$ cat src/rtl/secuenciador_rom_if.sv
// Purpose : valid/ready stream carrying fetched ROM words to the downstream consumer.
// Latency : none, this is wiring only.
// Backpressure: the slave holds listo low to stall the master, which then keeps instr and valido stable.
//
// Signals:
//   instr  [7:0]  ROM word, driven by the master
//   valido        instr is valid, driven by the master
//   listo         consumer ready, driven by the slave
interface secuenciador_rom_if;
  logic [7:0] instr;
  logic       valido;
  logic       listo;

  modport master (
    output instr,
    output valido,
    input  listo
  );

  modport slave (
    input  instr,
    input  valido,
    output listo
  );
endinterface

$ cat src/rtl/secuenciador_rom.sv
// Purpose : address sequencer and fetch stage placed in front of an asynchronous ROM, with jump support.
// Latency : 2 cycles from inicio, or from a handshake, to the next valido. Peak throughput is 1 word per 2 cycles.
// Backpressure: ENTREGA waits on listo with no timeout, holding instr and direccion stable.
//
// Ports:
//   clk, rst_n       clock and synchronous active-low reset
//   inicio           start request, only honoured while idle
//   salto_en/_dir    jump request and target, only honoured on the accepting handshake
//   dato_s           combinational ROM word for the current direccion
//   direccion        registered ROM address
//   ocupado          busy, meaning any state other than REPOSO
//   fin              one-cycle pulse when the DIR_FIN word is accepted
//   error            sticky out-of-range jump flag, cleared by inicio or by reset
//   sal              downstream stream (instr / valido / listo)
module secuenciador_rom #(
  parameter logic [7:0] DIR_INICIO = 8'd0,
  parameter logic [7:0] DIR_FIN    = 8'd10
) (
  input  logic                      clk,
  input  logic                      rst_n,
  input  logic                      inicio,
  input  logic                      salto_en,
  input  logic [7:0]                salto_dir,
  input  logic [7:0]                dato_s,
  output logic [7:0]                direccion,
  output logic                      ocupado,
  output logic                      fin,
  output logic                      error,
  secuenciador_rom_if.master        sal
);

  typedef enum logic [1:0] {
    REPOSO  = 2'd0,
    LEER    = 2'd1,
    ENTREGA = 2'd2
  } estado_t;

  estado_t estado;

  // Jump targets beyond the populated range are rejected rather than fetched.
  logic salto_valido;
  assign salto_valido = (salto_dir <= DIR_FIN);

  // valido is only ever high in ENTREGA, so listo alone is the handshake there.
  logic handshake;
  assign handshake = (estado == ENTREGA) && sal.listo;

  assign ocupado = (estado != REPOSO);

  always_ff @(posedge clk) begin
    if (!rst_n) begin
      estado     <= REPOSO;
      direccion  <= DIR_INICIO;
      sal.instr  <= 8'h00;
      sal.valido <= 1'b0;
      fin        <= 1'b0;
      error      <= 1'b0;
    end else begin
      // fin is a pulse. It defaults low and is raised only on the final acceptance.
      fin <= 1'b0;

      case (estado)
        REPOSO: begin
          if (inicio) begin
            direccion <= DIR_INICIO;
            error     <= 1'b0;
            estado    <= LEER;
          end
        end

        // direccion has been stable since the previous edge, so dato_s has settled.
        LEER: begin
          sal.instr  <= dato_s;
          sal.valido <= 1'b1;
          estado     <= ENTREGA;
        end

        ENTREGA: begin
          if (handshake) begin
            sal.valido <= 1'b0;
            // A jump takes priority over end-of-range, so a jump on the DIR_FIN word raises no fin.
            if (salto_en) begin
              if (salto_valido) begin
                direccion <= salto_dir;
                estado    <= LEER;
              end else begin
                error  <= 1'b1;
                estado <= REPOSO;
              end
            end else if (direccion == DIR_FIN) begin
              fin    <= 1'b1;
              estado <= REPOSO;
            end else begin
              direccion <= direccion + 8'd1;
              estado    <= LEER;
            end
          end
        end

        default: begin
          sal.valido <= 1'b0;
          estado     <= REPOSO;
        end
      endcase
    end
  end

endmodule

$ cat src/flat_wrapper.sv
// flat-port wrapper written by rule: the top's interface ports become plain ports
module secuenciador_rom_flat 
#(
  parameter logic [7:0] DIR_INICIO = 8'd0,
  parameter logic [7:0] DIR_FIN    = 8'd10
)
  (clk, rst_n, inicio, salto_en, salto_dir, dato_s, direccion, ocupado, fin, error, sal_instr, sal_valido, sal_listo);
  secuenciador_rom_if sal_i ();
  input  logic clk;
  input  logic rst_n;
  input  logic inicio;
  input  logic salto_en;
  input  logic [7:0] salto_dir;
  input  logic [7:0] dato_s;
  output logic [7:0] direccion;
  output logic ocupado;
  output logic fin;
  output logic error;
  output wire logic [$bits(sal_i.instr)-1:0] sal_instr;
  output wire logic [$bits(sal_i.valido)-1:0] sal_valido;
  input wire logic [$bits(sal_i.listo)-1:0] sal_listo;
  assign sal_instr = sal_i.instr;
  assign sal_valido = sal_i.valido;
  assign sal_i.listo = sal_listo;
  secuenciador_rom #(.DIR_INICIO(DIR_INICIO), .DIR_FIN(DIR_FIN)) u_core (.clk(clk), .rst_n(rst_n), .inicio(inicio), .salto_en(salto_en), .salto_dir(salto_dir), .dato_s(dato_s), .direccion(direccion), .ocupado(ocupado), .fin(fin), .error(error), .sal(sal_i));
endmodule
$ cat config.mk
export PLATFORM = sky130hd
export DESIGN_NAME = secuenciador_rom_flat
export DESIGN_NICKNAME = d
export VERILOG_FILES = /design/src/rtl/secuenciador_rom_if.sv /design/src/rtl/secuenciador_rom.sv /design/src/flat_wrapper.sv
export SDC_FILE = /design/constraint.sdc
export NUM_CORES = 1
export LEC_CHECK = 0
export BUFFER_PORTS_ARGS = -buffer_cell sky130_fd_sc_hd__buf_2
export CORE_UTILIZATION = 52
export CTS_CLUSTER_DIAMETER = 50
export DETAILED_ROUTE_END_ITERATION = 8
export PLACE_DENSITY_LB_ADDON = 0.12
export RECOVER_POWER = 100
export SETUP_SLACK_MARGIN = 0.15
export SYNTH_ARGS = -nofsm -noshare
export SYNTH_HDL_FRONTEND = slang
export SYNTH_SLANG_ARGS = --single-unit
$ cat constraint.sdc
create_clock -name clk -period 2.79 [get_ports clk]
set_input_delay 0.279 -clock clk [delete_from_list [all_inputs] [get_ports clk]]
set_output_delay 0.279 -clock clk [all_outputs]
set_load 0.02 [all_outputs]
==> impl_metrics.ini, run 1 <==
[yosys]
netlist.top_cell.by_area = dfxtp_1
async_flop_share_pct = 0
syn-num-nets = 153
ys_ff_latch = 21
synth_top_family_by_area = simple AND/OR/NAND/NOR gates
ys_warn_count = 0
synth_adder_area_share_pct = 2.20
netlist_instances = 130
synth_top_cells_by_count = 27 x nand2_1, 21 x dfxtp_1, 8 x a21boi_0
yosysSeqAreaShare_pct = 36.9
syn_area_um2 = 1140
netlist.area_leader.share_pct = 36.9
synthXorXnorAreaFrac_pct = 2.31
synth-edff-count = 0
synth_compound_area_share_pct = 23.7
synth_area_leaders = dfxtp_1 37%, nand2_1 8.9%, a21boi_0 5.3%
yosysMostFrequentCell = nand2_1
synth_ff_type = dfxtp_1
synth_simple_gate_area_share_pct = 26.0
synthMuxAreaShare_pct = 4.40
ys_types = 39
avgSynthCellArea_um2 = 8.76

[routing]
avgViaCountPerCell = 5.61
num_vias = 1083
drt_drc_violations_left = 0
final_antenna_net_count = 0
drt-total-wl_um = 2530
drt-wirelength-per-cell_um = 13.1
drtIter0Drc = 13
dr.pass1.iters = 4

[critical_path]
critPathArrivalTime_ps = 2220
critPathCaptureType = flip-flop
cpPeakStageDelay_ps = 490
critical_path.startpoint_type = flip-flop
worstSetupPathType = reg2reg
crit_required_ps = 3000
critPathSlowestCell = dfxtp_1
critPathMaxFanout = 8
worstPathCellList = inv_1 > ha_1 > nor4b_1 > a21oi_1 > a21oi_4 > o41ai_1

[final_layout]
final_net_count = 190
final_area_um2 = 1310
fillers = 191
drive_gt1_share_pct = 17.5
area_growth_syn_to_layout_pct = 15.4
diodes = 0
final-instance-count-excl-fill = 193

[floorplanning]
die_x_um = 48.8
initial_core_util_pct = 56.9
fp.dieH_um = 48.8
io-pin-count = 41
die_area_um2 = 2380
rows = 16
core_um2 = 2000

[timing]
setup_violations = 0
post-route-period-util_pct = 72.0
fin_crit_ps = 2010
worst_slew_pin_slew_ps = 605
max_freq_mhz = 498
maxSlewViolCount = 0
finalSetupTns_ps = 0
finalHoldViolCount = 0
skew_ps = 3.32
slew_headroom_pct = 59.6
rsz0062_at_grt = false

[power_and_ir_drop]
leakagePower_nw = 0.487
p_total_w = 0.000561
power.density_nw_per_um2 = 427
max-vdd-ir-drop_mv = 0.299

[clocking]
ctsHtreeMaxLevel = 1
cts_setup_buffers = 0
cts_buffers = 3
cts_tree = built
hold_buffers = 0
cts_buffer_depth = 2
post_cts_resized = 0
cts_sinks = 21
clockRootBuffer = clkbuf_4
clkTransAtPathRegs_ps = 120
clkLatencyLatePin_ps = 300

[global_routing]
grt_usage_pct = 22.7
antenna_found_initial = 0
grt_pass1_wl_um = 4250
grt_max_degree = 20
overflow = 0
grt_pass1_vias = 1018

[placed_design]
dp.final_hpwl_um = 1860
gp_congestion = 0.807
dp.cells = 189
port_buffers = 40
placed_area_um2 = 1330

[run_status]
status = completed

[run]
maxCapViolCount = 0

[worst_hold_path]
hold_path_class = in2reg
kinds of logic after synthesis:
family | after synthesis
and+or+nand+nor | 55
AOI/OAI and AO/OA | 34
DFF | 21
buffers and inverters | 10
muxes | 5
xor gates and xnor gates | 3
adders and majority gates | 2
flip-flops by register name, summed over array words and instances (netlist names):
signal and flops:
u_core.direccion 8, u_core.fin 1, u_core.sal.instr 8, u_core.sal.valido 1, u_core.estado 2, u_core.error 1
per-layer routing:
| layer | global-route usage, % | share of wire, % |
|---|---|---|
| met5 | 0 | 0 |
| met4 | 9.80 | 1.5 |
| met3 | 3.43 | 5.2 |
| met2 | 42.6 | 50 |
| met1 | 25.0 | 43 |
area by class of cell:
cell class	count	area (um2)	share of cell area, %
tap	27	33.8	2.57
clock buffer	4	26.3	2.00
sequential	21	420	32.0
timing repair buffer	40	175	13.3
multi-input combinational	99	651	49.5
inverter	2	7.51	0.571
per-stage QoR:
| step | hold WS [ps] | util (%) | setup WS (ps) |
|---|---|---|---|
| floorplan | 424 | - | 1050 |
| global placement | 445 | 66.4 | 1120 |
| detailed placement | 451 | 66.4 | 1020 |
| CTS | 205 | 67.8 | 987 |
| global route | 211 | 65.6 | 604 |
| finish | 217 | 65.6 | 782 |
final timing paths:
kind                                         start                               end  slack [ps]  cells after the start
setup / recovery  u_core.direccion[0]$_SDFFE_PN0P_  u_core.direccion[0]$_SDFFE_PN0P_         780                      6
hold / removal                           dato_s[5]  u_core.sal.instr[5]$_SDFFE_PN0P_         220                      3
setup reg to reg  u_core.direccion[0]$_SDFFE_PN0P_  u_core.direccion[0]$_SDFFE_PN0P_         780                      6
hold reg to reg   u_core.sal.instr[5]$_SDFFE_PN0P_  u_core.sal.instr[5]$_SDFFE_PN0P_         480                      2
critical path: cells and delay by family, from the launching register on:
| kind | cells | cell delay, ps |
|---|---|---|
| flops | 1 | 490 |
| simple gates | 1 | 160 |
| compound gates | 3 | 1000 |
| fa+ha+maj | 1 | 190 |
| buf+inv | 1 | 80 |
power breakdown:
part	switching [W]	internal, W	leakage [nW]
registers	0.0000105	0.000311	0.171
logic	0.0000559	0.0000380	0.302
clock network	0.0000902	0.0000556	0.0150
total	0.000157	0.000404	0.487
placed cells by master (no fill, tap or decap), drive strengths merged, types with 4 or more instances in the layout:
cell and n:
nor2 5, a21oi 4, a21boi 8, o21ai 6, buf 20, nand3 4, clkbuf 24, dfxtp 21
mux2i 5, nand2 27, nor2b 5
(Power assumes the default switching activity.)
==> inputs of run 2 (changes only) <==
Settings changed: CORE_UTILIZATION 52 to 44.
Clock period 2.79 ns to 1.8 ns, I/O delays scaled along.
==> impl_metrics.ini, run 2 (synthesis gave the netlist of run 1 again) <==
[final_layout]
final_cell_mix = 27 x nand2_1, 23 x clkbuf_1, 22 x buf_2
top_regs = u_core.direccion (8), u_core.sal.instr (8), u_core.estado (2)
area_growth_syn_to_layout_pct = 21.0
final_net_count = 197
utilization_pct = 56.1
drive_gt1_share_pct = 21.4
diodes = 0
final_common_cell = nand2_1
fillers = 244

[routing]
drt-total-wl_um = 2690
num_vias = 1084
avgViaCountPerCell = 5.34
drtIter0Drc = 17
final_antenna_net_count = 0
wl_met2_um = 1370
wl_met3_um = 120
drt-wirelength-per-cell_um = 13.3
routed.top_layer = met4
drt_drc_violations_left = 0
drt-met1-wl_um = 1170
dr.pass1.iters = 4

[power_and_ir_drop]
pwr-share-seq_pct = 56.5
p_switching_w = 0.000250
power.density_nw_per_um2 = 639
max-vdd-ir-drop_mv = 0.509
pwr-share-comb_pct = 17.2
clockPowerShare_pct = 26.3
p_sw_share_pct = 28.4
leakagePower_nw = 0.518
power.internal_w = 0.000630

[critical_path]
critPathCaptureType = flip-flop
crit_required_ps = 1990
critPathArrivalTime_ps = 1780
critPathMaxFanout = 8
worstSetupPathType = reg2reg
critical_path.startpoint_type = flip-flop

[global_routing]
grt_pass1_wl_um = 4330
grt_usage_pct = 21.2
grt_pass1_vias = 1017
overflow = 0
antenna_found_initial = 0
grt_max_degree = 20

[floorplanning]
io-pin-count = 41
fp.dieH_um = 52.9
initial_core_util_pct = 46.4
die_area_um2 = 2800
die_x_um = 52.9
core_um2 = 2450
rows = 18

[timing]
rsz0062_at_grt = true
skew_ps = 1.25
setup_violations = 0
finalHoldViolCount = 0
slew_headroom_pct = 74.6
fin_crit_ps = 1590
maxSlewViolCount = 0
worst_slew_pin_slew_ps = 381
finalSetupTns_ps = 0
post-route-period-util_pct = 88.1
max_freq_mhz = 631

[clocking]
ctsHtreeMaxLevel = 1
clkLatencyLatePin_ps = 310
cts_buffers = 3
cts_buffer_depth = 2
cts_sinks = 21
clockRootBuffer = clkbuf_4
clkTransAtPathRegs_ps = 120
cts_tree = built

[worst_hold_path]
hold_path_class = in2reg

[placed_design]
gp_congestion = 0.846
port_buffers = 40
dp.final_hpwl_um = 1970

[run]
maxCapViolCount = 0

[run_status]
status = completed
-- run 2: routing by layer --
layer	GRT usage, %	up-vias
met5	0	-
met4	9.65	0
met3	4.31	5
met2	38.0	28
met1	23.8	505
li1	-	546
-- run 2: worst paths after layout --
path / from / slack (ps) / cells past startpoint / to
setup / recovery: u_core.direccion[0]$_SDFFE_PN0P_ / 210 / 7 / u_core.direccion[7]$_SDFFE_PN0P_
hold / removal: dato_s[3] / 110 / 3 / u_core.sal.instr[3]$_SDFFE_PN0P_
setup reg to reg: u_core.direccion[0]$_SDFFE_PN0P_ / 210 / 7 / u_core.direccion[7]$_SDFFE_PN0P_
hold reg to reg: u_core.sal.instr[5]$_SDFFE_PN0P_ / 480 / 2 / u_core.sal.instr[5]$_SDFFE_PN0P_
-- run 2: critical path: stages (launching register included) --
cell and delay [ps]:
dfxtp_2 410, inv_1 60, ha_1 200, nor4b_4 140, a21oi_2 200, clkbuf_1 190, a21bo_2 180, a31oi_1 80
-- run 2: area by class of cell --
class,instances,area [um2],area share [%]
Inverter,2,7.51,0.545
Timing Repair Buffer,47,215,15.6
Sequential cell,21,422,30.6
Tap cell,30,37.5,2.72
Multi-Input combinational cell,99,669,48.6
Clock buffer,4,26.3,1.91
-- run 2: what timing repair did --
action | CTS | global route
buffers inserted | 0 | 1
setup endpoints to repair | 0 | 9
hold endpoints to repair | 0 | 0
hold buffers | 0 | 0
gates resized for setup | 0 | 1
-- run 2: power groups by stage --
| stage | clock [W] | combinational [W] | sequential (W) |
|---|---|---|---|
| final | 0.000231 | 0.000151 | 0.000498 |
| after global routing | 0.000259 | 0.000168 | 0.000501 |
| after global placement | 0 | 0.000157 | 0.000506 |
| after floorplan | 0 | 0.0000885 | 0.000519 |
| after CTS | 0.000243 | 0.000161 | 0.000497 |
| after detailed placement | 0 | 0.000161 | 0.000508 |
-- run 2: through the flow --
stage	hold WS [ps]	instances	setup WS (ps)	area [um2]	total power, W
finish	112	203	214	1380	0.000880
global route	104	203	86.0	1380	0.000929
CTS	98.7	202	169	1410	0.000902
detailed placement	442	198	207	1380	0.000669
global placement	429	198	272	1380	0.000663
floorplan	325	130	165	1140	0.000607
==> inputs of run 3 (changes only) <==
Settings changed: CORE_MARGIN set to 2, CORE_UTILIZATION 44 to 34.
==> impl_metrics.ini, run 3 (synthesis gave the netlist of run 1 again) <==
[critical_path]
critPathCaptureType = flip-flop
critical_path.startpoint_type = flip-flop
critPathMaxFanout = 8
critPathArrivalTime_ps = 1810
crit_required_ps = 2010
worstSetupPathType = reg2reg

[clocking]
clkTransAtPathRegs_ps = 130
cts_buffers = 3
hold_buffers = 0
ctsHtreeMaxLevel = 1
clockRootBuffer = clkbuf_4
cts_tree = built
cts_sinks = 21
cts_buffer_depth = 2
clkLatencyLatePin_ps = 310

[global_routing]
grt_max_degree = 15
grt_pass1_vias = 1022
antenna_found_initial = 0
overflow = 0
grt_pass1_wl_um = 4530
grt_usage_pct = 16.1

[worst_hold_path]
hold_path_class = in2reg

[timing]
rsz0062_at_grt = false
finalSetupTns_ps = 0
slew_headroom_pct = 77.6
skew_ps = 9.54
maxSlewViolCount = 0
setup_violations = 0
max_freq_mhz = 626
post-route-period-util_pct = 88.8
fin_crit_ps = 1600
finalHoldViolCount = 0
worst_slew_pin_slew_ps = 336

[routing]
num_vias = 1066
drtIter0Drc = 59
drt-total-wl_um = 2760
drt-wirelength-per-cell_um = 12.5
drt_drc_violations_left = 0
avgViaCountPerCell = 4.85
final_antenna_net_count = 0
dr.pass1.iters = 4

[final_layout]
diodes = 0
drive_gt1_share_pct = 22.4
multiInputGateArea_um2 = 673
final-instance-count-excl-fill = 220
final_cell_mix = 27 x nand2_1, 22 x clkbuf_1, 21 x buf_2
final_net_count = 198
register_area_um2 = 424
area_growth_syn_to_layout_pct = 24.5
fillers = 352
top_regs = u_core.direccion (8), u_core.sal.instr (8), u_core.estado (2)
final_common_cell = nand2_1

[floorplanning]
die_area_um2 = 3830
core_um2 = 3280
io-pin-count = 41
fp.dieH_um = 61.9
rows = 21
die_x_um = 61.9
initial_core_util_pct = 34.7

[power_and_ir_drop]
power.density_nw_per_um2 = 625
leakagePower_nw = 0.530
max-vdd-ir-drop_mv = 0.427
p_total_w = 0.000887

[run_status]
status = completed

[placed_design]
gp_congestion = 0.882
port_buffers = 40
dp.final_hpwl_um = 2140
dp.cells = 214

[run]
maxCapViolCount = 0
[run 3: critical path: stages, from the launching register on]
cell and delay (ps):
dfxtp_4 400, inv_1 50, ha_1 190, nor4b_4 130
a21oi_1 270, a21oi_4 150, o41ai_2 310
[run 3: routing by layer]
layer / track usage [%] / vias up / wire (um) / share of wire [%]
met2: 27.2 / 25 / 1290 / 47
met1: 20.9 / 492 / 1310 / 47
met3: 2.07 / 2 / 138 / 5.0
met5: 0 / - / 0 / 0
met4: 6.38 / 0 / 21 / 0.76
li1: - / 547 / - / -
[run 3: where the power goes]
group / internal, W / switching [W] / leakage (nW)
Clock: 0.0000846 / 0.000151 / 0.0139
Combinational: 0.0000634 / 0.0000915 / 0.344
Sequential: 0.000480 / 0.0000160 / 0.171
Total: 0.000628 / 0.000258 / 0.530
[run 3: layout make-up]
class | count | area share [%]
clock buffer | 3 | 1.59
inverter | 2 | 0.530
tap | 46 | 4.06
timing repair buffer | 48 | 15.9
clock inverter | 1 | 0.530
sequential | 21 | 29.9
multi-input combinational | 99 | 47.5
[run 3: final timing paths]
| kind | start | end | slack, ps | cells past startpoint |
|---|---|---|---|---|
| worst max-delay path | u_core.direccion[0]$_SDFFE_PN0P_ | u_core.direccion[0]$_SDFFE_PN0P_ | 200 | 6 |
| worst min-delay path | dato_s[6] | u_core.sal.instr[6]$_SDFFE_PN0P_ | 100 | 3 |
| worst max register to register | u_core.direccion[0]$_SDFFE_PN0P_ | u_core.direccion[0]$_SDFFE_PN0P_ | 200 | 6 |
| worst min register to register | u_core.sal.instr[6]$_SDFFE_PN0P_ | u_core.sal.instr[6]$_SDFFE_PN0P_ | 470 | 2 |
[run 3: what timing repair did]
| item | 4_1_cts | 5_1_grt |
|---|---|---|
| endpoints found under the setup margin | 2 | 8 |
| gates resized for setup | 0 | 2 |
| pin swaps | 1 | 2 |
| buffers inserted | 1 | 1 |
[run 3: metrics by stage]
stage               instance area [um2]  setup slack (ps)  utilization [%]  hold WS [ps]
finish                             1420               202             43.2           102
global route                       1420              95.2             43.2          91.4
CTS                                1440               171             43.8          89.3
detailed placement                 1400               149             42.6           444
global placement                   1400               200             42.6           431
floorplan                          1140               165                -           325
